--- src/rtl/regdst_pipe_if.sv ---
// Decode-side bundle for regdst_pipe: instruction destination fields in,
// per-stage destination state, write-back port and hazard flags out.
interface regdst_pipe_if #(
  parameter int AW     = 5,
  parameter int STAGES = 3
);
  logic                  in_valid;
  logic [AW-1:0]         rt_addr;
  logic [AW-1:0]         rd_addr;
  logic [1:0]            reg_dst;
  logic                  reg_write;
  logic                  stall;
  logic                  flush;
  logic [AW-1:0]         src_a;
  logic [AW-1:0]         src_b;
  logic [STAGES*AW-1:0]  stage_addr;
  logic [STAGES-1:0]     stage_we;
  logic                  out_valid;
  logic [AW-1:0]         out_addr;
  logic                  out_we;
  logic                  hazard_a;
  logic                  hazard_b;

  modport master (
    output in_valid, rt_addr, rd_addr, reg_dst, reg_write, stall, flush, src_a, src_b,
    input  stage_addr, stage_we, out_valid, out_addr, out_we, hazard_a, hazard_b
  );

  modport slave (
    input  in_valid, rt_addr, rd_addr, reg_dst, reg_write, stall, flush, src_a, src_b,
    output stage_addr, stage_we, out_valid, out_addr, out_we, hazard_a, hazard_b
  );
endinterface

--- src/rtl/regdst_pipe.sv ---
// Destination-register select (rt / rd / link) followed by a STAGES-deep
// {valid, addr, we} pipeline toward write-back, with RAW hazard flags.
module regdst_pipe #(
  parameter int AW      = 5,
  parameter int STAGES  = 3,
  parameter int RA_ADDR = 31
) (
  input  logic          clk,
  input  logic          rst_n,
  regdst_pipe_if.slave  bus
);

  logic [AW-1:0]         sel_addr;
  logic                  sel_we;
  logic [STAGES-1:0]     valid_q, valid_d;
  logic [STAGES-1:0]     we_q, we_d;
  logic [STAGES*AW-1:0]  addr_q, addr_d;
  logic                  hazard_a;
  logic                  hazard_b;

  always_comb begin
    case (bus.reg_dst)
      2'b00:   sel_addr = bus.rt_addr;
      2'b01:   sel_addr = bus.rd_addr;
      2'b10:   sel_addr = AW'(RA_ADDR);
      default: sel_addr = '0;
    endcase
    // Register 0 is hard-wired, so a write to it is dropped before it can
    // ever raise a hazard downstream.
    sel_we = bus.in_valid & bus.reg_write & (bus.reg_dst != 2'b11) & (sel_addr != '0);
  end

  always_comb begin
    valid_d = valid_q;
    we_d    = we_q;
    addr_d  = addr_q;
    if (bus.flush) begin
      valid_d = '0;
      we_d    = '0;
      addr_d  = '0;
    end else if (!bus.stall) begin
      for (int k = STAGES - 1; k >= 1; k--) begin
        valid_d[k]          = valid_q[k-1];
        we_d[k]             = we_q[k-1];
        addr_d[k*AW +: AW]  = addr_q[(k-1)*AW +: AW];
      end
      valid_d[0]     = bus.in_valid;
      we_d[0]        = sel_we;
      addr_d[AW-1:0] = sel_addr;
    end
  end

  always_ff @(posedge clk or negedge rst_n) begin
    if (!rst_n) begin
      valid_q <= '0;
      we_q    <= '0;
      addr_q  <= '0;
    end else begin
      valid_q <= valid_d;
      we_q    <= we_d;
      addr_q  <= addr_d;
    end
  end

  always_comb begin
    hazard_a = 1'b0;
    hazard_b = 1'b0;
    for (int k = 0; k < STAGES; k++) begin
      if (valid_q[k] && we_q[k] && (addr_q[k*AW +: AW] == bus.src_a)) hazard_a = 1'b1;
      if (valid_q[k] && we_q[k] && (addr_q[k*AW +: AW] == bus.src_b)) hazard_b = 1'b1;
    end
  end

  assign bus.stage_addr = addr_q;
  assign bus.stage_we   = valid_q & we_q;
  assign bus.out_valid  = valid_q[STAGES-1];
  assign bus.out_addr   = addr_q[(STAGES-1)*AW +: AW];
  assign bus.out_we     = valid_q[STAGES-1] & we_q[STAGES-1];
  assign bus.hazard_a   = hazard_a;
  assign bus.hazard_b   = hazard_b;

endmodule

--- src/flat_wrapper.sv ---
// flat-port wrapper written by rule: the top's interface ports become plain ports
module regdst_pipe_flat 
#(
  parameter int AW      = 5,
  parameter int STAGES  = 3,
  parameter int RA_ADDR = 31
)
  (clk, rst_n, bus_in_valid, bus_rt_addr, bus_rd_addr, bus_reg_dst, bus_reg_write, bus_stall, bus_flush, bus_src_a, bus_src_b, bus_stage_addr, bus_stage_we, bus_out_valid, bus_out_addr, bus_out_we, bus_hazard_a, bus_hazard_b);
  regdst_pipe_if #(.AW(AW), .STAGES(STAGES)) bus_i ();
  input  logic clk;
  input  logic rst_n;
  input wire logic [$bits(bus_i.in_valid)-1:0] bus_in_valid;
  input wire logic [$bits(bus_i.rt_addr)-1:0] bus_rt_addr;
  input wire logic [$bits(bus_i.rd_addr)-1:0] bus_rd_addr;
  input wire logic [$bits(bus_i.reg_dst)-1:0] bus_reg_dst;
  input wire logic [$bits(bus_i.reg_write)-1:0] bus_reg_write;
  input wire logic [$bits(bus_i.stall)-1:0] bus_stall;
  input wire logic [$bits(bus_i.flush)-1:0] bus_flush;
  input wire logic [$bits(bus_i.src_a)-1:0] bus_src_a;
  input wire logic [$bits(bus_i.src_b)-1:0] bus_src_b;
  output wire logic [$bits(bus_i.stage_addr)-1:0] bus_stage_addr;
  output wire logic [$bits(bus_i.stage_we)-1:0] bus_stage_we;
  output wire logic [$bits(bus_i.out_valid)-1:0] bus_out_valid;
  output wire logic [$bits(bus_i.out_addr)-1:0] bus_out_addr;
  output wire logic [$bits(bus_i.out_we)-1:0] bus_out_we;
  output wire logic [$bits(bus_i.hazard_a)-1:0] bus_hazard_a;
  output wire logic [$bits(bus_i.hazard_b)-1:0] bus_hazard_b;
  assign bus_i.in_valid = bus_in_valid;
  assign bus_i.rt_addr = bus_rt_addr;
  assign bus_i.rd_addr = bus_rd_addr;
  assign bus_i.reg_dst = bus_reg_dst;
  assign bus_i.reg_write = bus_reg_write;
  assign bus_i.stall = bus_stall;
  assign bus_i.flush = bus_flush;
  assign bus_i.src_a = bus_src_a;
  assign bus_i.src_b = bus_src_b;
  assign bus_stage_addr = bus_i.stage_addr;
  assign bus_stage_we = bus_i.stage_we;
  assign bus_out_valid = bus_i.out_valid;
  assign bus_out_addr = bus_i.out_addr;
  assign bus_out_we = bus_i.out_we;
  assign bus_hazard_a = bus_i.hazard_a;
  assign bus_hazard_b = bus_i.hazard_b;
  regdst_pipe #(.AW(AW), .STAGES(STAGES), .RA_ADDR(RA_ADDR)) u_core (.clk(clk), .rst_n(rst_n), .bus(bus_i));
endmodule
--- config.mk ---
export PLATFORM = sky130hd
export DESIGN_NAME = regdst_pipe_flat
export DESIGN_NICKNAME = d
export VERILOG_FILES = /design/src/rtl/regdst_pipe_if.sv /design/src/rtl/regdst_pipe.sv /design/src/flat_wrapper.sv
export SDC_FILE = /design/constraint.sdc
export NUM_CORES = 1
export LEC_CHECK = 0
export CAP_MARGIN = 20
export CORE_ASPECT_RATIO = 1.5
export CORE_MARGIN = 1
export CORE_UTILIZATION = 39
export DETAILED_ROUTE_END_ITERATION = 10
export GPL_TIMING_DRIVEN = 1
export PLACE_DENSITY = 0.88
export SLEW_MARGIN = 15
export SYNTH_ARGS = -nofsm -noshare
export SYNTH_HDL_FRONTEND = slang
export SYNTH_SLANG_ARGS = --single-unit
export TNS_END_PERCENT = 30
--- constraint.sdc ---
create_clock -name clk -period 1.15 [get_ports clk]
set_input_delay 0.1725 -clock clk [delete_from_list [all_inputs] [get_ports clk]]
set_output_delay 0.1725 -clock clk [all_outputs]
set_load 0.02 [all_outputs]
[Word level (Yosys, flattened, before mapping)]
Index checks and enable logic that the tools add are counted.
Cells by class
  reduce and logical (&&, ||, !) cells: 11
  muxes and demuxes: 13
  eq/ne operators: 10
  bitwise operators: 5
Operator list (number)
  5-bit == test: 6
  15-bit two-way mux: 2
  5-bit one-hot mux with 3 select lines: 1
  3-bit two-way mux: 4
  1-bit logical AND: 9
  1-bit two-way mux: 6
  5-bit nonzero test: 1
  1-bit AND: 4
  3-bit AND: 1
  2-bit by 1-bit == test with 1-bit output (second input constant): 1
  2-bit == test (second input constant): 1
  2-bit zero test: 1
  2-bit by 1-bit != test with 1-bit output (second input constant): 1
  2-bit != test (second input constant): 1
Word-level totals
  bits in registers: 21
  output and inout bits: 27
  logic and storage cells: 42
  input bits: 28

[Logic depth before layout (Yosys ltp)]
Gate-level depths: netlist of the first run.
  word-level depth: 6
  depth in mapped cells: 4
  mapped depth without buffers: 4

[Least setup slack after synthesis of the first run]
No wires, ideal clock.
  path type: register -> output
  start point: register u_core.addr_q[1] (netlist: u_core.bus.stage_addr[1])
  end point: output port bus_hazard_a
  path slack: -254 ps
  data required time: 978 ps
  path buffers: 0
  data arrival time: 1232 ps
  stages on the path, launching flop included: 5
  cell sequence: dfrtp_1 xor2_1 nor4_1 nand3_1 nand3_1
Between the ends
  cells in the longest elaborated chain, start to end: 5
Ends and longest elaborated chain
  start, declared: RTL line regdst_pipe.sv:17  | logic [STAGES*AW-1:0] addr_q, addr_d;
  start signal, assigned: RTL line regdst_pipe.sv:61  | addr_q <= addr_d;
  5-bit == test: RTL line regdst_pipe.sv:69  | if (valid_q[k] && we_q[k] && (addr_q[k*AW +: AW] == bus.src_a)) hazard_a = 1'b1;
  1-bit logical AND: RTL line regdst_pipe.sv:69
  1-bit two-way mux (3 in a row): RTL line regdst_pipe.sv:69
  end, declared: RTL line flat_wrapper.sv:26  | output wire logic [$bits(bus_i.hazard_a)-1:0] bus_hazard_a;
Every way passes these cells.

[Final worst setup path of the first run]
  start point: input port bus_src_b[2]
  end point: output port bus_hazard_b
Between the ends
  cells in the longest elaborated chain, start to end: 5
  elaborated cells on any way between the ends: 9
  those cells by class: eq/ne (3); mux (3); reduce/logical (3)
Ends and longest elaborated chain
  start, declared: RTL line flat_wrapper.sv:20  | input wire logic [$bits(bus_i.src_b)-1:0] bus_src_b;
  5-bit == test: RTL line regdst_pipe.sv:70  | if (valid_q[k] && we_q[k] && (addr_q[k*AW +: AW] == bus.src_b)) hazard_b = 1'b1;
  1-bit logical AND: RTL line regdst_pipe.sv:70
  1-bit two-way mux (2 in a row): RTL line regdst_pipe.sv:70
  1-bit two-way mux *: RTL line regdst_pipe.sv:70
  end, declared: RTL line flat_wrapper.sv:27  | output wire logic [$bits(bus_i.hazard_b)-1:0] bus_hazard_b;
Every way passes the cells marked *; elsewhere a longest branch is shown, timed or not.

==> run_results.csv, run 1 <==
group,metric,value,unit
global_routing,grt_pass1_vias,1360,
power,ir_worst_vdd,0.5262,mV
die,io-pin-count,55,
timing,rsz0062_at_grt,"true",
die,die_y,73.83,um
timing,fin_crit_sh,151.1,%
yosys,syn_avg_cell_area,9.719,sq um
layout,multi_input_area,817.0,sq um
clocking,clockRootBuffer,"clkbuf_8",
global_routing,grt_pass1_wl,6141,um
layout,drive_gt1_share,45.92,%
die,die_w,49.89,um
global_routing,grt_usage,22.50,%
clocking,cts.sinks,21,
place,dp_worst_setup_slack,-1.024,ns
clocking,cts-buffers-inserted,3,
clocking,clk_latency,0.26,ns
place,io_buffers,54,
yosys,ys_seq_area_share,39.18,%
yosys,syn_inst,138,
die,start_util,41.63,%
critical_path,path_max_fanout,3,
timing,setup_ws,-0.5872,ns
global_routing,grt_max_degree,22,
die,coreArea,3222,sq um
die,row_count,25,
drt,antenna_left,0,
critical_path,worstSetupEndpointType,"primary output",
timing,maxSlewHeadroom,78.73,%
timing,finClkSkew,0.007447,ns
drt,vias_per_cell,5.136,
power,pwr_density_cell,744.3,nW/um^2
yosys,synthesis.nets,166,
global_routing,antenna_found_initial,0,
layout,diodes,0,
layout,utilization,76.70,%
clocking,cts_max_path_buffers,2,
place,hpwl,2934,um
critical_path,crit_required,0.98,ns
timing,hold_viol,0,
yosys,synth_cell_types,22,
clocking,htreeDepth,1,
drt,drtPass1Iterations,4,
critical_path,cp.arrival,1.56,ns
drt,drt_iter0_markers,23,
drt,wire_per_inst,15.77,um
run_status,status,"finished with violations",
run_status,violations,"negative setup slack",
power,cellLeakagePower,0.001242,uW
place,gp_congestion,0.8366,
timing,fmaxAchievable,0.5756,GHz
yosys,yosysWarnings,0,
timing,setup_viol,11,
clocking,clk_pin_slew,0.08,ns
hold_path,hold_class,"in -> async",
drt,drc_errors,0,
critical_path,path_class,"in -> out",
global_routing,overflow,0,
power,p_total,1839,uW
drt,vias,1402,
timing,worstMarginPinSlew,0.3191,ns
layout,fill_cells,214,
job,maxCapViolations,0,
yosys,netlist_area,1341,sq um
timing,fin_hold_ws,0.2748,ns
timing,finalMaxSlewViolations,0,
place,postPlaceCellArea,2232,sq um
critical_path,start_kind,"primary input",
critical_path,crit_slowest_cell,"clkdlybuf4s50_1",
die,design.die.area,3683,sq um
layout,seq_area,541.8,sq um
timing,fin_crit,1.737,ns
layout,nNetsFinal,262,
layout,layout-area-overhead-vs-synth,84.24,%
drt,wirelength,4304,um
yosys,ys_ff_latch,21,
clocking,cts_tree,"built",
critical_path,cp_cell_sequence,"clkdlybuf4s50_1, inv_1, a221oi_1, nand4_1, nand3_2, buf_6",
layout,fin_area,2471,sq um
critical_path,cpPeakStageDelay,0.54,ns
critical_path,r2r_cells,5,
-- stage by stage --
stage               instances  setup TNS [ns]
floorplan                 138         -0.3017
global placement          263          -8.662
finish                    273          -1.814
detailed placement        263          -9.578
global route              273          -2.264
CTS                       270          -1.545
-- flip-flops by register name (all words and copies together) (netlist names) --
signal	cells
u_core.bus.stage_addr	15
u_core.valid_q	3
u_core.we_q	3
-- critical path: cells and delay by family --
family | cells | cell delay [ns]
buf+inv | 3 | 0.74
simple gates | 2 | 0.29
compound gates | 1 | 0.36
-- worst paths after layout --
path | slack [ns] | start | end
worst min-delay path | 0.27 | rst_n | u_core.bus.stage_addr[12]
worst max-delay path | -0.59 | bus_src_b[2] | bus_hazard_b
worst min register to register | 0.62 | u_core.bus.stage_addr[14] | u_core.bus.stage_addr[14]
max in group asynchronous | 0.62 | rst_n | u_core.bus.stage_addr[8]
worst max register to register | 0.10 | u_core.valid_q[2] | u_core.valid_q[2]
min in group clk | 0.47 | bus_reg_dst[0] | u_core.bus.stage_addr[0]
-- cells in the final DEF (no fill, tap or decap), types with 2 or more instances in the layout --
master / synthesis / layout
buf_6: 0 / 40
o2bb2ai_2: 0 / 5
xnor2_1: 8 / 8
nand3_1: 7 / 5
nand3_2: 0 / 2
buf_2: 2 / 3
clkdlybuf4s50_1: 0 / 22
nor4_2: 0 / 4
dfrtp_2: 0 / 13
nor2_1: 25 / 25
clkbuf_8: 0 / 3
dfrtp_1: 21 / 8
mux2i_1: 19 / 19
nand2_1: 2 / 2
a21oi_1: 2 / 2
dlymetal6s2s_1: 0 / 3
buf_12: 0 / 2
and2_4: 0 / 2
dlygate4sd2_1: 0 / 2
nor4_1: 6 / 2
inv_1: 3 / 2
xor2_1: 20 / 19
buf_4: 6 / 30
-- synth_stat cells, drive strengths merged --
cell,instances,area share (%)
nor2,25,7.0
dfrtp,21,39
xor2,20,13
mux2i,19,14
buf,8,4.1
xnor2,8,5.2
nand3,7,2.6
nor4,6,2.8
o2bb2ai,5,3.3
clkbuf,3,0.84
inv,3,0.84
a21oi,2,0.75
and2,2,0.93
nand2,2,0.56
nor2b,2,1.5
a211oi,1,0.56
a221oi,1,0.65
a32oi,1,0.65
nand4,1,0.47
o221a,1,0.84
-- power by group --
part           leakage [uW]  internal (uW)  switching [uW]
Combinational      0.000952            310             252
Sequential         0.000267            766            29.9
Clock             0.0000228            247             234
-- layer usage --
layer | part of all wire, % | global-route usage, % | wire (um) | vias to the layer above
met1 | 38 | 25.52 | 1638 | 682
met4 | 2.1 | 9.524 | 89 | 0
met5 | 0 | 0 | 0 | -
li1 | - | - | - | 654
met3 | 3.9 | 1.863 | 168 | 9
met2 | 56 | 42.34 | 2408 | 57
-- logic make-up (layout without fill, tap and decap cells) --
| family | Yosys count | in the layout | synth area share, % |
|---|---|---|---|
| AND/OR/NAND/NOR | 45 | 45 | 15.86 |
| buffers and inverters | 14 | 109 | 5.783 |
| flip-flops | 21 | 21 | 39.18 |
| XOR/XNOR | 28 | 28 | 18.28 |
| multiplexers | 19 | 19 | 14.18 |
| AO/OA/AOI/OAI | 11 | 11 | 6.717 |
-- layout make-up --
class                      count  share of cell area (%)
tap                           40                   2.025
multi-input combinational    103                   33.06
clock buffer                   4                   1.823
inverter                       3                  0.4557
sequential                    21                   21.92
timing repair buffer         102                   40.71
-- timing repair --
action,4_1_cts,5_1_grt
gates cloned,0,0
setup endpoints to repair,33,28
pin swaps,8,4
buffers inserted,4,4
resized for setup,154,37
hold buffers,0,0
No activity file was read; power rests on OpenSTA's default activity.
==> inputs of run 2 (changes only) <==
==> constraint.sdc (replaced) <==
create_clock -name clk -period 1.15 [get_ports clk]
set_input_delay 0.345 -clock clk [delete_from_list [all_inputs] [get_ports clk]]
set_output_delay 0.345 -clock clk [all_outputs]
set_load 0.02 [all_outputs]
==> run 2 against run 1 <==
Net effect:
- the flow still finishes with violations (negative setup slack)
- sequential share of layout area fell by 0.91 points
- clock power increased by 1%
- first-iteration DRC count grew 96%
- critical endpoint unchanged
- largest cell class unchanged
==> run_results.csv, run 2 (synthesis results as in run 1) <==
group,metric,value,unit
drt,vias_per_cell,5.360,
die,row_count,25,
job,maxCapViolations,0,
layout,utilization,80.04,%
critical_path,worst-path-buf-inv,1,
critical_path,r2r_cells,4,
critical_path,start_kind,"flop",
critical_path,cp_cell_sequence,"xor2_1, nor4_2, nand3_1, nand3_2, buf_6",
layout,largest_reg_flops,15,
layout,fin_area,2579,sq um
timing,fmaxAchievable,0.5034,GHz
die,io-pin-count,55,
power,ir_worst_vdd,0.8242,mV
critical_path,worstSetupEndpointType,"primary output",
critical_path,cpPeakStageDelay,0.45,ns
global_routing,grt_usage,23.69,%
timing,finalMaxSlewViolations,0,
global_routing,antenna_found_initial,0,
clocking,clk_pin_slew,0.08,ns
clocking,htreeDepth,1,
power,pwr_density_cell,730.5,nW/um^2
layout,drive_gt1_share,51.26,%
timing,worstMarginPinSlew,0.2870,ns
timing,setup_ws,-0.8365,ns
drt,wire_per_inst,16.65,um
layout,layout-area-overhead-vs-synth,92.26,%
layout,nNetsFinal,267,
clocking,cts_max_path_buffers,2,
run_status,violations,"negative setup slack",
timing,maxSlewHeadroom,80.69,%
timing,fin_crit_sh,172.7,%
clocking,holdBufCountCts,0,
global_routing,grt_pass1_vias,1483,
timing,hold_viol,0,
layout,layout_common_cells,"buf_6 (43), buf_4 (31), nor2_1 (22)",
place,postPlaceCellArea,2245,sq um
timing,rsz0062_at_grt,"true",
critical_path,path_max_fanout,3,
die,coreArea,3222,sq um
power,cellLeakagePower,0.001353,uW
drt,vias,1490,
layout,layoutNonFillerInstCount,278,
clocking,clk_latency,0.26,ns
critical_path,cp.arrival,1.64,ns
drt,drc_errors,0,
global_routing,grt_pass1_wl,6486,um
run_status,status,"finished with violations",
timing,setup_viol,27,
clocking,cts.sinks,21,
die,design.die.area,3683,sq um
place,gp_congestion,0.8398,
clocking,cts-buffers-inserted,3,
clocking,cts_tree,"built",
clocking,clockRootBuffer,"clkbuf_8",
die,start_util,41.63,%
critical_path,r2r-start,"u_core.bus.stage_addr[7]",
critical_path,crit_slowest_cell,"dfrtp_2",
critical_path,critPathTopFamily,"simple AND/OR/NAND/NOR gates",
hold_path,hold_class,"in -> async",
layout,diodes,0,
critical_path,crit_required,0.81,ns
place,placedCellCount,263,
place,io_buffers,54,
die,die_y,73.83,um
layout,final_common_cell,"buf_6",
critical_path,path_class,"reg -> out",
critical_path,cp.depth,5,
drt,drt_iter0_markers,45,
place,hpwl,2887,um
global_routing,grt_max_degree,22,
drt,wirelength,4628,um
timing,finClkSkew,0.001083,ns
drt,antenna_left,0,
drt,drtPass1Iterations,4,
global_routing,overflow,0,
critical_path,crit_start,"u_core.bus.stage_addr[1]",
die,die_w,49.89,um
timing,fin_crit,1.987,ns
[run 2: metrics by stage]
stage / power [uW] / hold WS (ns) / setup TNS (ns) / setup WS, ns
4_1_cts: 1830 / 0.4278 / -6.379 / -0.7143
5_1_grt: 1966 / 0.4386 / -6.932 / -0.8724
2_1_floorplan: 1007 / 0.04941 / -0.7919 / -0.3233
6_report: 1884 / 0.4240 / -6.218 / -0.8365
3_3_place_gp: 1312 / 0.5788 / -17.28 / -1.362
3_5_place_dp: 1322 / 0.5804 / -18.13 / -1.368
[run 2: power breakdown]
part | switching (uW) | internal, uW | leakage, uW
Sequential | 31.2 | 766 | 0.000267
Clock | 241 | 247 | 0.0000228
Combinational | 275 | 324 | 0.00106
Total | 546 | 1340 | 0.00135
[run 2: layout make-up]
type	instances	area, sq um
fill	191	643.1
sequential	21	541.8
timing repair buffer	107	1067
multi-input combinational	103	860.8
tap	40	50.05
inverter	3	13.76
clock buffer	4	45.04
[run 2: timing repair]
| item | in CTS | in global routing |
|---|---|---|
| gates resized for setup | 188 | 38 |
| pin swaps | 10 | 20 |
| setup endpoints to repair | 47 | 33 |
| cloned | 0 | 0 |
| buffers inserted | 6 | 9 |
[run 2: routing by layer]
layer | routed length, um | track usage [%] | part of all wire, % | vias to the layer above
met5 | 0 | 0 | 0 | -
met4 | 197 | 13.97 | 4.3 | 0
met3 | 240 | 2.692 | 5.2 | 18
met2 | 2468 | 44.29 | 53 | 78
met1 | 1723 | 25.03 | 37 | 725
li1 | - | - | - | 669
[run 2: worst reg2reg max path, cell delays in order, from the launching register on]
cell and delay (ns):
dfrtp_2 0.46, buf_6 0.14, buf_4 0.12, mux2i_1 0.13, nor2_1 0.07
[run 2: worst paths after layout]
kind | endpoint | slack [ns]
max in group asynchronous | u_core.bus.stage_addr[3] | 0.57
min in group clk | u_core.bus.stage_addr[4] | 0.63
worst min-delay path | u_core.bus.stage_addr[7] | 0.42
worst min register to register | u_core.valid_q[0] | 0.64
worst max register to register | u_core.bus.stage_addr[12] | 0.12
worst max-delay path | bus_hazard_b | -0.84
